[src/rtl/tomasula_types.sv]
// Shared types for the Tomasulo core: committed op encoding, the memory-commit
// FSM state, and helpers that classify memory ops.
package tomasula_types;

    typedef enum logic [3:0] {
        OP_NOP,
        OP_ALU,
        OP_BRANCH,
        OP_LW,
        OP_LH,
        OP_LHU,
        OP_LB,
        OP_LBU,
        OP_SW,
        OP_SH,
        OP_SB
    } op_t;

    typedef enum logic [1:0] {
        IDLE,
        REQ,
        DONE
    } mem_ctrl_state_t;

    function automatic logic is_load(input op_t op);
        return (op == OP_LW) || (op == OP_LH) || (op == OP_LHU) ||
               (op == OP_LB) || (op == OP_LBU);
    endfunction

    function automatic logic is_store(input op_t op);
        return (op == OP_SW) || (op == OP_SH) || (op == OP_SB);
    endfunction

    function automatic logic is_mem(input op_t op);
        return is_load(op) || is_store(op);
    endfunction

    // Byte accesses can never straddle a word, so they are never misaligned.
    function automatic logic is_misaligned(input op_t op, input logic [1:0] off);
        logic mis;
        unique case (op)
            OP_LW, OP_SW:         mis = (off != 2'b00);
            OP_LH, OP_LHU, OP_SH: mis = off[0];
            default:              mis = 1'b0;
        endcase
        return mis;
    endfunction

endpackage

[src/rtl/mem_commit_ctrl_load_align.sv]
// Selects the addressed byte/halfword lane from a read word and sign- or
// zero-extends it to 32 bits according to the load op.
module load_align
    import tomasula_types::*;
(
    input  op_t         op,
    input  logic [1:0]  offset,
    input  logic [31:0] rdata,
    output logic [31:0] ext_data
);

    logic [15:0] half;
    logic [7:0]  byte_lane;

    always_comb begin
        half = offset[1] ? rdata[31:16] : rdata[15:0];
        unique case (offset)
            2'd0: byte_lane = rdata[7:0];
            2'd1: byte_lane = rdata[15:8];
            2'd2: byte_lane = rdata[23:16];
            2'd3: byte_lane = rdata[31:24];
        endcase
    end

    always_comb begin
        unique case (op)
            OP_LH:   ext_data = {{16{half[15]}}, half};
            OP_LHU:  ext_data = {16'h0000, half};
            OP_LB:   ext_data = {{24{byte_lane[7]}}, byte_lane};
            OP_LBU:  ext_data = {24'h000000, byte_lane};
            default: ext_data = rdata;
        endcase
    end

endmodule

[src/rtl/mem_commit_ctrl.sv]
// Commit-time data-memory sequencer: latches the ROB-head load/store, issues
// one aligned byte-masked request, and returns extended load data with a done pulse.
module mem_commit_ctrl
    import tomasula_types::*;
#(
    parameter int CNT_WIDTH = 32
) (
    input  logic                 clk,
    input  logic                 rst,
    input  logic                 commit_valid,
    input  op_t                  commit_op,
    input  logic [31:0]          commit_addr,
    input  logic [31:0]          commit_wdata,
    input  logic                 data_mem_resp,
    input  logic [31:0]          data_mem_rdata,
    output logic                 data_read,
    output logic                 data_write,
    output logic [31:0]          data_mem_address,
    output logic [3:0]           data_mbe,
    output logic [31:0]          data_mem_wdata,
    output logic                 commit_done,
    output logic [31:0]          load_data,
    output logic                 misaligned,
    output logic [CNT_WIDTH-1:0] load_count,
    output logic [CNT_WIDTH-1:0] store_count
);

    mem_ctrl_state_t state_q, state_d;
    op_t             op_q;
    logic [31:0]     addr_q;
    logic [31:0]     wdata_q;
    logic [31:0]     load_data_q;
    logic            mis_q;
    logic [31:0]     aligned_rdata;
    logic            accept;
    logic [1:0]      off;

    assign off    = addr_q[1:0];
    assign accept = (state_q == IDLE) && commit_valid && is_mem(commit_op);

    // NOTE: sequential state uses non-blocking assignments so every register
    // samples pre-edge values regardless of process ordering.
    always_ff @(posedge clk) begin
        if (rst) state_q <= IDLE;
        else     state_q <= state_d;
    end

    // NOTE: state_d gets a default before the case so no path leaves it
    // unassigned, which would otherwise infer a latch.
    always_comb begin
        state_d = state_q;
        unique case (state_q)
            IDLE: if (accept)
                      state_d = is_misaligned(commit_op, commit_addr[1:0]) ? DONE : REQ;
            REQ:  if (data_mem_resp) state_d = DONE;
            DONE: state_d = IDLE;
            default: state_d = IDLE;
        endcase
    end

    always_comb begin
        data_read   = (state_q == REQ) && is_load(op_q);
        data_write  = (state_q == REQ) && is_store(op_q);
        commit_done = (state_q == DONE);
        misaligned  = (state_q == DONE) && mis_q;
    end

    load_align u_load_align (
        .op       (op_q),
        .offset   (off),
        .rdata    (data_mem_rdata),
        .ext_data (aligned_rdata)
    );

    always_ff @(posedge clk) begin
        if (rst) begin
            op_q        <= OP_NOP;
            addr_q      <= '0;
            wdata_q     <= '0;
            mis_q       <= 1'b0;
            load_data_q <= '0;
        end else if (accept) begin
            op_q        <= commit_op;
            addr_q      <= commit_addr;
            wdata_q     <= commit_wdata;
            mis_q       <= is_misaligned(commit_op, commit_addr[1:0]);
            load_data_q <= '0;
        end else if ((state_q == REQ) && data_mem_resp && is_load(op_q)) begin
            load_data_q <= aligned_rdata;
        end
    end

    // Memory-facing outputs come only from latched state so they stay stable
    // while the ROB-side inputs are free to change.
    always_comb begin
        data_mem_address = {addr_q[31:2], 2'b00};
        data_mem_wdata   = wdata_q << {off, 3'b000};
        unique case (op_q)
            OP_SW, OP_LW, OP_LH, OP_LHU, OP_LB, OP_LBU: data_mbe = 4'b1111;
            OP_SH:   data_mbe = 4'b0011 << off;
            OP_SB:   data_mbe = 4'b0001 << off;
            default: data_mbe = 4'b0000;
        endcase
        load_data = load_data_q;
    end

    always_ff @(posedge clk) begin
        if (rst) begin
            load_count  <= '0;
            store_count <= '0;
        end else if ((state_q == DONE) && !mis_q) begin
            if (is_load(op_q)) load_count  <= load_count + CNT_WIDTH'(1);
            else               store_count <= store_count + CNT_WIDTH'(1);
        end
    end

endmodule

[config.mk]
export PLATFORM = sky130hd
export DESIGN_NAME = mem_commit_ctrl
export DESIGN_NICKNAME = d
export VERILOG_FILES = /design/src/rtl/tomasula_types.sv /design/src/rtl/mem_commit_ctrl_load_align.sv /design/src/rtl/mem_commit_ctrl.sv
export SDC_FILE = /design/constraint.sdc
export NUM_CORES = 1
export LEC_CHECK = 0
export BUFFER_PORTS_ARGS = -buffer_cell sky130_fd_sc_hd__buf_4
export CORE_MARGIN = 4
export CORE_UTILIZATION = 45
export CTS_CLUSTER_SIZE = 10
export DETAILED_ROUTE_END_ITERATION = 10
export PLACE_DENSITY = 0.81
export SLEW_MARGIN = 20
export SYNTH_ARGS = -nofsm -noshare
export SYNTH_HDL_FRONTEND = slang
export SYNTH_SLANG_ARGS = --single-unit
[constraint.sdc]
create_clock -name clk -period 2.25 [get_ports clk]
set_input_delay 0.1125 -clock clk [delete_from_list [all_inputs] [get_ports clk]]
set_output_delay 0.1125 -clock clk [all_outputs]
set_load 0.02 [all_outputs]
Yosys cells after proc, flatten, opt, wreduce, memory -nomap -nowiden
Index checks and enable logic that the tools add are counted.

word-level totals
  register bits = 167
  bits of input ports = 104
  output and inout port bits = 168

cells by class
  add/sub/neg operators = 2
  equality and inequality tests = 23
  shift operators = 3
  muxes and demuxes = 11
  bitwise logic cells = 1
  reductions and logical operators = 32

operators by type and width
  kind                                                                number
  32-bit one-hot mux with 4 select lines                              1
  32-bit by 1-bit adder with 32-bit output (second input constant)    2
  4-bit by 3-bit == test with 1-bit output (second input constant)    8
  8-bit one-hot mux with 4 select lines                               1
  32-bit by 5-bit left shift with 32-bit output                       1
  4-bit == test (second input constant)                               6
  16-bit two-way mux                                                  1
  1-bit logical OR                                                    13
  4-bit one-hot mux with 3 select lines                               1
  4-bit by 2-bit == test with 1-bit output (second input constant)    2
  1-bit logical AND                                                   8
  2-bit == test (second input constant)                               3
  2-bit two-way mux                                                   3
  2-bit AND reduction                                                 3
  6-bit OR reduction                                                  1
  2-bit by 1-bit == test with 1-bit output (second input constant)    2
  2-bit zero test                                                     2
  2-bit != test (second input constant)                               2
  2-bit one-hot mux with 2 select lines                               1
  2-bit OR reduction                                                  2
  1-bit by 2-bit left shift with 4-bit output (first input constant)  1
  2-bit by 2-bit left shift with 4-bit output (first input constant)  1
  3-bit OR reduction                                                  1
  1-bit two-way mux                                                   2
  other kinds (4)                                                     4

Longest topological paths before layout
Gate-level depths: netlist of the first run.

  depth after elaboration = 12
  gate-level depth with buffers = 7
  mapped depth without buffers = 5

Hierarchy
From an unflattened synthesis of the first run, not the netlist that was laid out.

second synthesis, totals
  cell total of the unflattened synthesis = 1076
  area total of the unflattened synthesis = 8216.6 µm²

by module, submodules not included
  module           times used  cells each  area each (µm²)  sequential area each (µm²)
  mem_commit_ctrl  1           962         7452.1           3343.2
  load_align       1           114         764.5            0.0

Worst setup path before layout of the first run
Ideal clock, no wire load.

  kind = flip-flop to flip-flop
  start point = reg store_count[0]
  end point = reg store_count[26]
  arrival = 1.911 ns
  data required time = 2.129 ns
  path slack = 0.218 ns
  stages on the path, launching flop included = 7
  path buffers = 1
  period minus slack after synthesis = 2.032 ns
  cell sequence = dfxtp_1 ha_1 and4_1 nand4_1 clkbuf_1 nor4_1 mux2_2

on the way
  cells in the longest elaborated chain, start to end = 1

RTL lines
  element                                   RTL line                RTL
  from (decl)                               mem_commit_ctrl.sv:25   output logic [CNT_WIDTH-1:0] store_count
  from (signal assigned)                    mem_commit_ctrl.sv:113  else store_count <= store_count + CNT_WIDTH'(1);
  32-bit by 1-bit adder with 32-bit output  mem_commit_ctrl.sv:113

No other way between the ends.
A chain may end at the register's enable or synchronous reset.

Worst setup path in the final report of the first run
  start point = reg op_q[2]
  end point = reg store_count[27]

on the way
  cells in the longest elaborated chain, start to end = 7
  elaborated cells on any way between the ends = 11
  classes of those cells = 5 x eq/ne; 1 x bitwise; 5 x reduce/logical

RTL lines
  element                                                                                               RTL line               RTL
  from (decl)                                                                                           mem_commit_ctrl.sv:29  op_t op_q;
  from (signal assigned)                                                                                mem_commit_ctrl.sv:83  op_q <= commit_op;
  4-bit by 2-bit == test with 1-bit output or 4-bit by 3-bit == test with 1-bit output (tied branches)  tomasula_types.sv:26   return (op == OP_LW) || (op == OP_LH) || (op == OP_LHU) ||
  1-bit logical OR (3 in series)                                                                        tomasula_types.sv:26
  1-bit logical OR *                                                                                    tomasula_types.sv:27   (op == OP_LB) || (op == OP_LBU);
  1-bit NOT (no source line) *                                                                          --
  2-bit AND reduction (no source line) *                                                                --

Mark *: on every way between the ends. The rest lies on a longest branch, timed or not.

==> out/results.md, run 1 <==
• outcome: finished, final reports clean
• number of antenna violations at the first check in global routing: 6
• HPWL Detailed: 19200 µm
• total of max-cap violations: 0
• number of cells in the design after placement: 1449
• Worst Reg2Reg Path Length in Cells: 4
• remaining antenna violation count after routing: 0
• Unique masters post-synth: 65
• switch share: 28.7%
• top-count cell post-synth: sky130_fd_sc_hd__dfxtp_1
• maximum vdd ir drop: 631 µV
• Worst Skew: 13.1 ps
• gate family responsible for the most delay along the worst path: compound AO/OA/AOI/OAI gates
• warnings from Yosys: 0
• slack of the worst reg-to-reg path: 200 ps
• CP endpoint kind: register
• TritonRoute pass-1 iters: 5
• source of the worst register-to-register timing path: op_q[2]
• clock tree root buffer cell: sky130_fd_sc_hd__clkbuf_16
• final standard cell count with taps included and fillers excluded: 1552
• fraction of power consumed by the clock network: 39.5%
• number of flops mapped to enable cells by yosys: 0
• number of buffers on the longest clock path: 2
• final core utilization: 63.4%
• signed area change from the synthesized netlist to the final layout: 38.3%
• number of global-route vias before repair: 8737
• global placement routability congestion: 0.899
• proportion of register bits with asynchronous set or reset after synthesis: 0%
• Overall Global Routing Usage: 25.5%
• proportion of power drawn by combinational gates: 17.3%
• leakage power summed over all cells: 0.00474 µW
• data required time at the worst endpoint: 2560 ps
• average wire per cell in the routed design: 18.4 µm
• Top-Level Pins: 272
• initial drt markers: 752
• Vert. Die Dim: 146 µm
• post-layout minimum cycle time: 2050 ps
• Critical Path Slowest Stage Cell: sky130_fd_sc_hd__nor4_1
• die width: 146 µm
• Most used DFF post-synth: sky130_fd_sc_hd__dfxtp_1
• Setup TNS: 0 ps
• input/output buffers: 269
• register share of total power: 43.2%
• synthesized area: 8580 µm²
• Fin. Hold Viols: 0
• Cells after Synth: 1031
• Yosys reg bits: 167
• area of the die: 21300 µm²
• worst slack, placed: 238 ps
• wirelength, routed: 28600 µm
• Floorplan Core Area: 18700 µm²
• class of the tightest hold or removal check: in -> reg
• DRC violations left: 0
• startpoint kind of the worst setup timing path: register
• per-instance average area after synthesis: 8.32 µm²
• cell type contributing the most total cell area after synthesis: sky130_fd_sc_hd__dfxtp_1
• final setup violating endpoints: 0
• Slew HR: 48.8%
• routed via count divided by cell count: 5.97
• clock-pin slew of the registers on the worst-case setup and hold paths: 70 ps
• number of placement rows: 50
• unrepaired setup endpoints after global routing: no
• wire length of the first global-routing pass: 45300 µm
• Initial Utilization: 45.9%
• net switching power figure: 2070 µW
• maximum fanout encountered on the critical timing path: 18
• post-layout total power: 7220 µW
• number of nets in the layout: 1407
• CTS tree: done
• fin crit share: 91.2%
• number of buffers created by CTS: 17
• sequential fraction of the synthesis area: 39.0%
• Critical Path End: store_count[27]
• fmax: 0.487 GHz
• largest cells by area after synthesis: sky130_fd_sc_hd__dfxtp_1, sky130_fd_sc_hd__a21oi_1, sky130_fd_sc_hd__o21ai_0
• maximum number of pins on one net before global-route repair: 55
• CTS sink count: 167
• commonest cells in the netlist: sky130_fd_sc_hd__dfxtp_1, sky130_fd_sc_hd__a21oi_1, sky130_fd_sc_hd__o21ai_0, sky130_fd_sc_hd__nand3_1, sky130_fd_sc_hd__clkbuf_1
• routed vias: 9261
• Power Dens Cells: 609 nW/µm²
• Yosys top cell area share: 39.0%
• CP Class: reg -> reg
• Arr. time, crit path: 2360 ps
• critical path startpoint: op_q[2]
• count of buffering cells on the critical path with inverters included: 0
• Clock H-tree levels: 4
• number of stages on the worst setup path: 4
• clock latency at the later pin of the worst-skew pair: 420 ps
• final worst-path setup slack: 198 ps
• Max stage delay on crit path: 440 ps
• layout cells sized above 1: 30.2%
• transition time of the tightest slew-check pin: 765 ps
• Reg2Reg Capture Point: store_count[27]
• grt ovf: 0
• max-slew violation total from the final report: 0
• cell internal pwr: 5150 µW
• ordered cell list for the critical path: a21oi_2, o2111ai_4, nor4_1, mux2_1
==> metrics by stage <==
step	hold WS, ps	area [µm²]
after CTS	10.3	11800
after detailed placement	382	10600
after global routing	27.9	11900
final	20.5	11900
after floorplan	260	8580
after global placement	376	10600
==> flip-flops by register name, summed over array words and instances, names as in the netlist <==
name	cells
addr_q	32
load_count	32
load_data	32
store_count	32
wdata_q	32
op_q	4
state_q	2
mis_q	1
==> metal layers <==
metal,up-vias,GRT usage (%),routed length [µm]
li1,4336,-,-
met1,4398,31.7,11600
met2,447,41.5,13700
met3,78,7.01,2300
met4,2,11.2,996
met5,-,0,13
==> kinds of logic (layout without fill, tap and decap cells) <==
| group | after synthesis | in the layout | share of synthesized area [%] |
|---|---|---|---|
| AOI/OAI and AO/OA | 338 | 338 | 24.8 |
| adders and majority gates | 3 | 3 | 0.408 |
| other | 1 | 7 | 0.0437 |
| muxes | 42 | 42 | 5.29 |
| buffers and inverters | 132 | 413 | 7.50 |
| and+or+nand+nor | 337 | 337 | 21.8 |
| xor gates and xnor gates | 11 | 11 | 1.12 |
| DFF | 167 | 167 | 39.0 |
==> power by group through the flow <==
| stage | registers, µW | clock network [µW] | logic, µW |
|---|---|---|---|
| final | 3120 | 2850 | 1250 |
| after global routing | 3130 | 3000 | 1350 |
| after CTS | 3110 | 2890 | 1230 |
| after detailed placement | 3180 | 0 | 1130 |
| after global placement | 3170 | 0 | 1120 |
| after floorplan | 3160 | 0 | 695 |
==> placed cells by master (no fill, tap or decap), drive strengths merged, types with 26 or more instances in the layout <==
cell,instances
nor2,39
dlygate4sd3,67
o21ai,107
buf,305
dfxtp,167
o31ai,26
and2,29
nand2,52
nand3,89
a21oi,119
==> worst min-delay path: cells and delay by family <==
kind	cells	cell delay (ps)
simple gates	1	80
buf+inv	1	160
compound gates	1	50
==> worst min-delay path by stage <==
stage | start | endpoint | slack, ps | cells past startpoint
final | commit_op[3] | op_q[3] | 20 | 3
after global placement | commit_addr[26] | addr_q[26] | 380 | 3
after detailed placement | commit_wdata[0] | wdata_q[0] | 380 | 3
after CTS | commit_op[3] | op_q[3] | 10 | 3
after global routing | commit_op[3] | op_q[3] | 30 | 3
after floorplan | commit_addr[0] | addr_q[0] | 260 | 2
==> repair_timing <==
action                                 CTS  global route
resized for setup                        1             1
setup endpoints to repair                1             5
buffers inserted                         0             0
hold buffers                            67             0
endpoints found under the hold margin   67             0
==> area by class of cell <==
| cell class | instances | area, µm² |
|---|---|---|
| fillers | 1524 | 6840 |
| multi-input cells | 733 | 4640 |
| flip-flops and latches | 167 | 3350 |
| repair buffers | 372 | 2970 |
| clock buffers | 19 | 443 |
| well taps | 234 | 293 |
| clock inverters | 12 | 121 |
| inverters | 10 | 37.5 |
| diodes | 5 | 12.5 |
Power figures use the tool's default switching activity.
==> inputs of run 2 (changes only) <==
- PLACE_DENSITY: 0.81 -> 0.76
==> out/results.md, run 2 (synthesis results as in run 1) <==
• outcome: finished, final reports clean
• layout cells sized above 1: 30.7%, +0.42 points
• initial drt markers: 593, -21%
• Slew HR: 34.6%, -14 points
• Floorplan Core Area: 18700 µm², unchanged
• Power Dens Cells: 625 nW/µm², +2.6%
• tightest hold margin: 24.8 ps, +4.34 ps
• maximum number of pins on one net before global-route repair: 55, unchanged
• number of nets in the layout: 1411, +0.28%
• fin crit share: 95.7%, +4.5 points
• final core utilization: 63.9%, +0.44 points
• Arr. time, crit path: 2040 ps, -320 ps
• Max stage delay on crit path: 510 ps, +70 ps
• most frequent standard cell in the layout excluding fill and tap cells: sky130_fd_sc_hd__buf_4
• number of antenna violations at the first check in global routing: 2, -4
• average wire per cell in the routed design: 18.3 µm, -0.70%
• number of placement rows: 50, unchanged
• Critical Path Slowest Stage Cell: sky130_fd_sc_hd__dfxtp_1
• global placement routability congestion: 0.889, -1.2%
• grt ovf: 0, unchanged
• remaining antenna violation count after routing: 0, unchanged
• die width: 146 µm, unchanged
• clock-pin slew of the registers on the worst-case setup and hold paths: 70 ps, about the same
• wire length of the first global-routing pass: 44200 µm, -2.4%
• CP endpoint kind: primary output
• postcts setup bufs: 0, unchanged
• count of buffering cells on the critical path with inverters included: 2, +2
• Setup TNS: 0 ps, unchanged
• Top-Level Pins: 272, unchanged
• startpoint kind of the worst setup timing path: register
• final setup violating endpoints: 0, unchanged
• Post-DP Area: 10600 µm², +0.28%
• class of the tightest hold or removal check: in -> reg
• wirelength, routed: 28400 µm, -0.57%
• DRC violations left: 0, unchanged
• total of max-cap violations: 0, unchanged
• routed via count divided by cell count: 5.81, -2.6%
• Fin. Hold Viols: 0, unchanged
• TritonRoute pass-1 iters: 5, unchanged
• number of buffers on the longest clock path: 2, unchanged
• routed vias: 9030, -2.5%
• post-layout minimum cycle time: 2150 ps, +101 ps
• Worst Skew: 12.8 ps, -0.247 ps
• leakage power summed over all cells: 0.00480 µW, +1.3%
• CP Class: reg -> out
• maximum vdd ir drop: 551 µV, -13%
• HPWL Detailed: 19300 µm, +0.86%
• ordered cell list for the critical path: buf_8, nand2b_1, a21oi_1, a31oi_1, o21ai_0, buf_4
• CTS sink count: 167, unchanged
• unrepaired setup endpoints after global routing: no
• clock latency at the later pin of the worst-skew pair: 430 ps, about the same
• Initial Utilization: 45.9%, unchanged
• Clock H-tree levels: 4, unchanged
• transition time of the tightest slew-check pin: 976 ps, +211 ps
• data required time at the worst endpoint: 2140 ps, -420 ps
• input/output buffers: 269, unchanged
• number of buffers created by CTS: 17, unchanged
• Final Cell Area: 11900 µm², +0.70%
• number of global-route vias before repair: 8365, -4.3%
• CTS tree: done
• max-slew violation total from the final report: 0, unchanged
• area of the die: 21300 µm², unchanged
• Vert. Die Dim: 146 µm, unchanged
• Overall Global Routing Usage: 25.0%, -0.50 points
• signed area change from the synthesized netlist to the final layout: 39.3%
• maximum fanout encountered on the critical timing path: 33, +15
• gate family responsible for the most delay along the worst path: compound AO/OA/AOI/OAI gates
• fmax: 0.464 GHz, -4.7%
• commonest non-fill, non-tap cells in the layout: sky130_fd_sc_hd__buf_4, sky130_fd_sc_hd__dfxtp_1, sky130_fd_sc_hd__a21oi_1
• clock tree root buffer cell: sky130_fd_sc_hd__clkbuf_16
-- run 2: changes by cell type in the layout (fill, tap and decap cells not counted), sizes merged --
| cell | before | now |
|---|---|---|
| buf | 305 | 309 |
| bufinv | 1 | 2 |
| clkinvlp | 5 | 1 |
| diode | 5 | 2 |
| inv | 12 | 16 |
-- run 2: worst min-delay path, delay by kind of cell --
family	cells	cell delay [ps]
compound gates	1	60
buf+inv	1	160
simple gates	1	80
-- run 2: timing repair --
| item | CTS | global route |
|---|---|---|
| cloned | 0 | 0 |
| endpoints found under the hold margin | 67 | 0 |
| hold buffers | 67 | 0 |
| setup endpoints to repair | 1 | 12 |
| resized for setup | 1 | 5 |
-- run 2: final timing paths --
path	slack (ps)	from	end	cells past startpoint
worst max-delay path	100	addr_q[0]	data_mbe[2]	6
worst min-delay path	20	commit_op[3]	op_q[3]	3
worst max register to register	200	load_count[2]	load_count[31]	4
worst min register to register	470	load_data[6]	load_data[6]	2
-- run 2: power by group --
part	switching [µW]	internal (µW)
clock network	1350	1740
logic	722	547
registers	64.6	3040
-- run 2: layout make-up --
cell class                 count  area [µm²]
inverter                      10        37.5
multi-input combinational    733        4640
sequential                   167        3350
tap                          234         293
clock inverter                13         159
fill                        1554        6760
timing repair buffer         376        3010
clock buffer                  19         453
antenna                        2        5.00
-- run 2: routing by layer --
| layer | up-vias | global-route usage [%] | part of all wire (%) |
|---|---|---|---|
| li1 | 4352 | - | - |
| met1 | 4238 | 30.9 | 41 |
| met2 | 373 | 41.5 | 48 |
| met3 | 67 | 6.95 | 7.5 |
| met4 | 0 | 9.64 | 3.1 |
| met5 | - | 0 | 0 |
-- run 2: metrics by stage --
stage	total power, µW	cells	setup slack [ps]
6_report	7460	1554	96.8
5_1_grt	7710	1554	15.9
4_1_cts	7490	1552	53.5
3_5_place_dp	4320	1453	257
3_3_place_gp	4310	1453	344
2_1_floorplan	3850	1032	218
==> inputs of run 3 (changes only) <==
- RECOVER_POWER: not set -> 50
- REMOVE_ABC_BUFFERS: not set -> 1
==> out/results.md, run 3 (synthesis results as in run 1) <==
• layout cells sized above 1: 20.4%, -10 points
• Hold EP: op_q[3]
• Top-Level Pins: 272, unchanged
• Floorplan Core Area: 18700 µm², unchanged
• maximum number of pins on one net before global-route repair: 71, +29%
• Reg2Reg Capture Point: load_count[12]
• CP endpoint kind: primary output
• CTS sink count: 167, unchanged
• maximum fanout encountered on the critical timing path: 11, -67%
• ordered cell list for the critical path: buf_4, nor2_1, inv_1, maj3_1, o21ai_0, buf_4
• signed area change from the synthesized netlist to the final layout: 33.4%
• fmax: 0.467 GHz, +0.66%
• Clock H-tree levels: 4, unchanged
• Min-Delay Path Depth: 3, unchanged
• clock latency at the later pin of the worst-skew pair: 430 ps, about the same
• wirelength, routed: 28100 µm, -0.94%
• unrepaired setup endpoints after global routing: no
• Worst Skew: 12.0 ps, -0.813 ps
• DRC violations left: 0, unchanged
• leakage power summed over all cells: 0.00425 µW, -11%
• tightest hold margin: 22.3 ps, -2.52 ps
• CP Class: reg -> out
• Critical Path Slowest Stage Cell: sky130_fd_sc_hd__maj3_1
• Max stage delay on crit path: 350 ps, -160 ps
• total of max-cap violations: 0, unchanged
• transition time of the tightest slew-check pin: 685 ps, -291 ps
• most frequent standard cell in the layout excluding fill and tap cells: sky130_fd_sc_hd__buf_4
• routed vias: 9104, +0.82%
• global placement routability congestion: 0.806, -9.3%
• grt ovf: 0, unchanged
• clock-pin slew of the registers on the worst-case setup and hold paths: 60 ps, about the same
• HPWL Detailed: 18400 µm, -5.0%
• startpoint kind of the worst setup timing path: register
• postcts setup bufs: 0, unchanged
• routed via count divided by cell count: 5.87, +0.95%
• final core utilization: 61.2%, -2.7 points
• clock tree root buffer cell: sky130_fd_sc_hd__clkbuf_16
• number of placement rows: 50, unchanged
• Worst Reg2Reg Path Length in Cells: 5, +1
• Setup TNS: 0 ps, unchanged
• average wire per cell in the routed design: 18.1 µm, -0.81%
• CTS tree: done
• number of antenna violations at the first check in global routing: 0, -2
• gate family responsible for the most delay along the worst path: buffers and inverters
• input/output buffers: 269, unchanged
• max-slew violation total from the final report: 0, unchanged
• count of inserted antenna diode cells: 0, -2
• slack of the worst reg-to-reg path: 200 ps, about the same
• initial drt markers: 590, -0.51%
• count of buffering cells on the critical path with inverters included: 3, +1
• class of the tightest hold or removal check: in -> reg
• number of global-route vias before repair: 8437, +0.86%
• number of buffers created by CTS: 17, unchanged
• data required time at the worst endpoint: 2140 ps, about the same
• Power Dens Cells: 641 nW/µm², +2.6%
• startpoint of the most critical hold path: commit_op[3]
• Overall Global Routing Usage: 25.0%, about the same
• Fin. Hold Viols: 0, unchanged
• final setup violating endpoints: 0, unchanged
• wire length of the first global-routing pass: 44800 µm, +1.2%
• outcome: finished, final reports clean
• source of the worst register-to-register timing path: load_count[0]
• Most Frequent Cell on Critical Path: sky130_fd_sc_hd__buf_4
• Vert. Die Dim: 146 µm, unchanged
• remaining antenna violation count after routing: 0, unchanged
• number of nets in the layout: 1411, unchanged
• post-layout minimum cycle time: 2140 ps, -14.0 ps
• area of the die: 21300 µm², unchanged
• Arr. time, crit path: 2030 ps, about the same
• fill cell instance count of the final layout: 1684, +8.4%
• fin crit share: 95.1%, -0.62 points
• commonest non-fill, non-tap cells in the layout: sky130_fd_sc_hd__buf_4, sky130_fd_sc_hd__dfxtp_1, sky130_fd_sc_hd__clkbuf_1
• number of buffers on the longest clock path: 2, unchanged
• TritonRoute pass-1 iters: 4, -1
• Initial Utilization: 45.9%, unchanged
• die width: 146 µm, unchanged
• Slew HR: 53.8%, +19 points
• maximum vdd ir drop: 494 µV, -10%
==> run 3: layout make-up <==
cell class	count	area (µm²)	area share (%)
clock buffer	18	439	3.84
clock inverter	14	163	1.42
inverter	10	37.5	0.328
multi-input combinational	733	4610	40.3
sequential	167	3350	29.2
tap	234	293	2.56
timing repair buffer	376	2550	22.3
==> run 3: per-layer routing <==
metal	track usage (%)	share of wire (%)	vias to the layer above
li1	-	-	4346
met1	33.1	43	4348
met2	39.5	47	361
met3	7.11	8.2	49
met4	8.04	2.2	0
met5	0	0	-
==> run 3: repair_timing <==
item | CTS | global route
gates resized for setup | 0 | 3
hold buffers | 67 | 0
hold endpoints to repair | 67 | 0
setup endpoints to repair | 0 | 4
==> run 3: worst max-delay path by stage <==
stage | from | to | slack (ps) | cells after the start
5_1_grt | addr_q[1] | data_mbe[0] | 50 | 6
2_1_floorplan | commit_op[1] | load_data[0] | -2600 | 4
3_5_place_dp | op_q[2] | store_count[25] | 260 | 4
4_1_cts | op_q[3] | data_mbe[2] | 110 | 4
6_report | addr_q[1] | data_mbe[0] | 110 | 6
3_3_place_gp | op_q[2] | store_count[9] | 330 | 5
==> run 3: tightest hold or removal path: stages <==
cell                      delay [ps]
sky130_fd_sc_hd__buf_4           150
sky130_fd_sc_hd__nand3_1          80
sky130_fd_sc_hd__a21oi_1          50
==> run 3: through the flow <==
stage,instance area (µm²),setup slack (ps),power (µW),instances
floorplan,7980,-2600,3730,910
global placement,10700,334,4310,1453
detailed placement,10700,265,4330,1453
CTS,12000,106,7410,1552
global route,11400,54.3,7630,1552
finish,11400,111,7330,1552
==> run 3: power by group <==
group          leakage, µW  total (µW)  internal [µW]  switching [µW]
registers          0.00135        3110           3040            65.4
clock network     0.000294        3000           1700            1300
logic              0.00260        1230            512             715
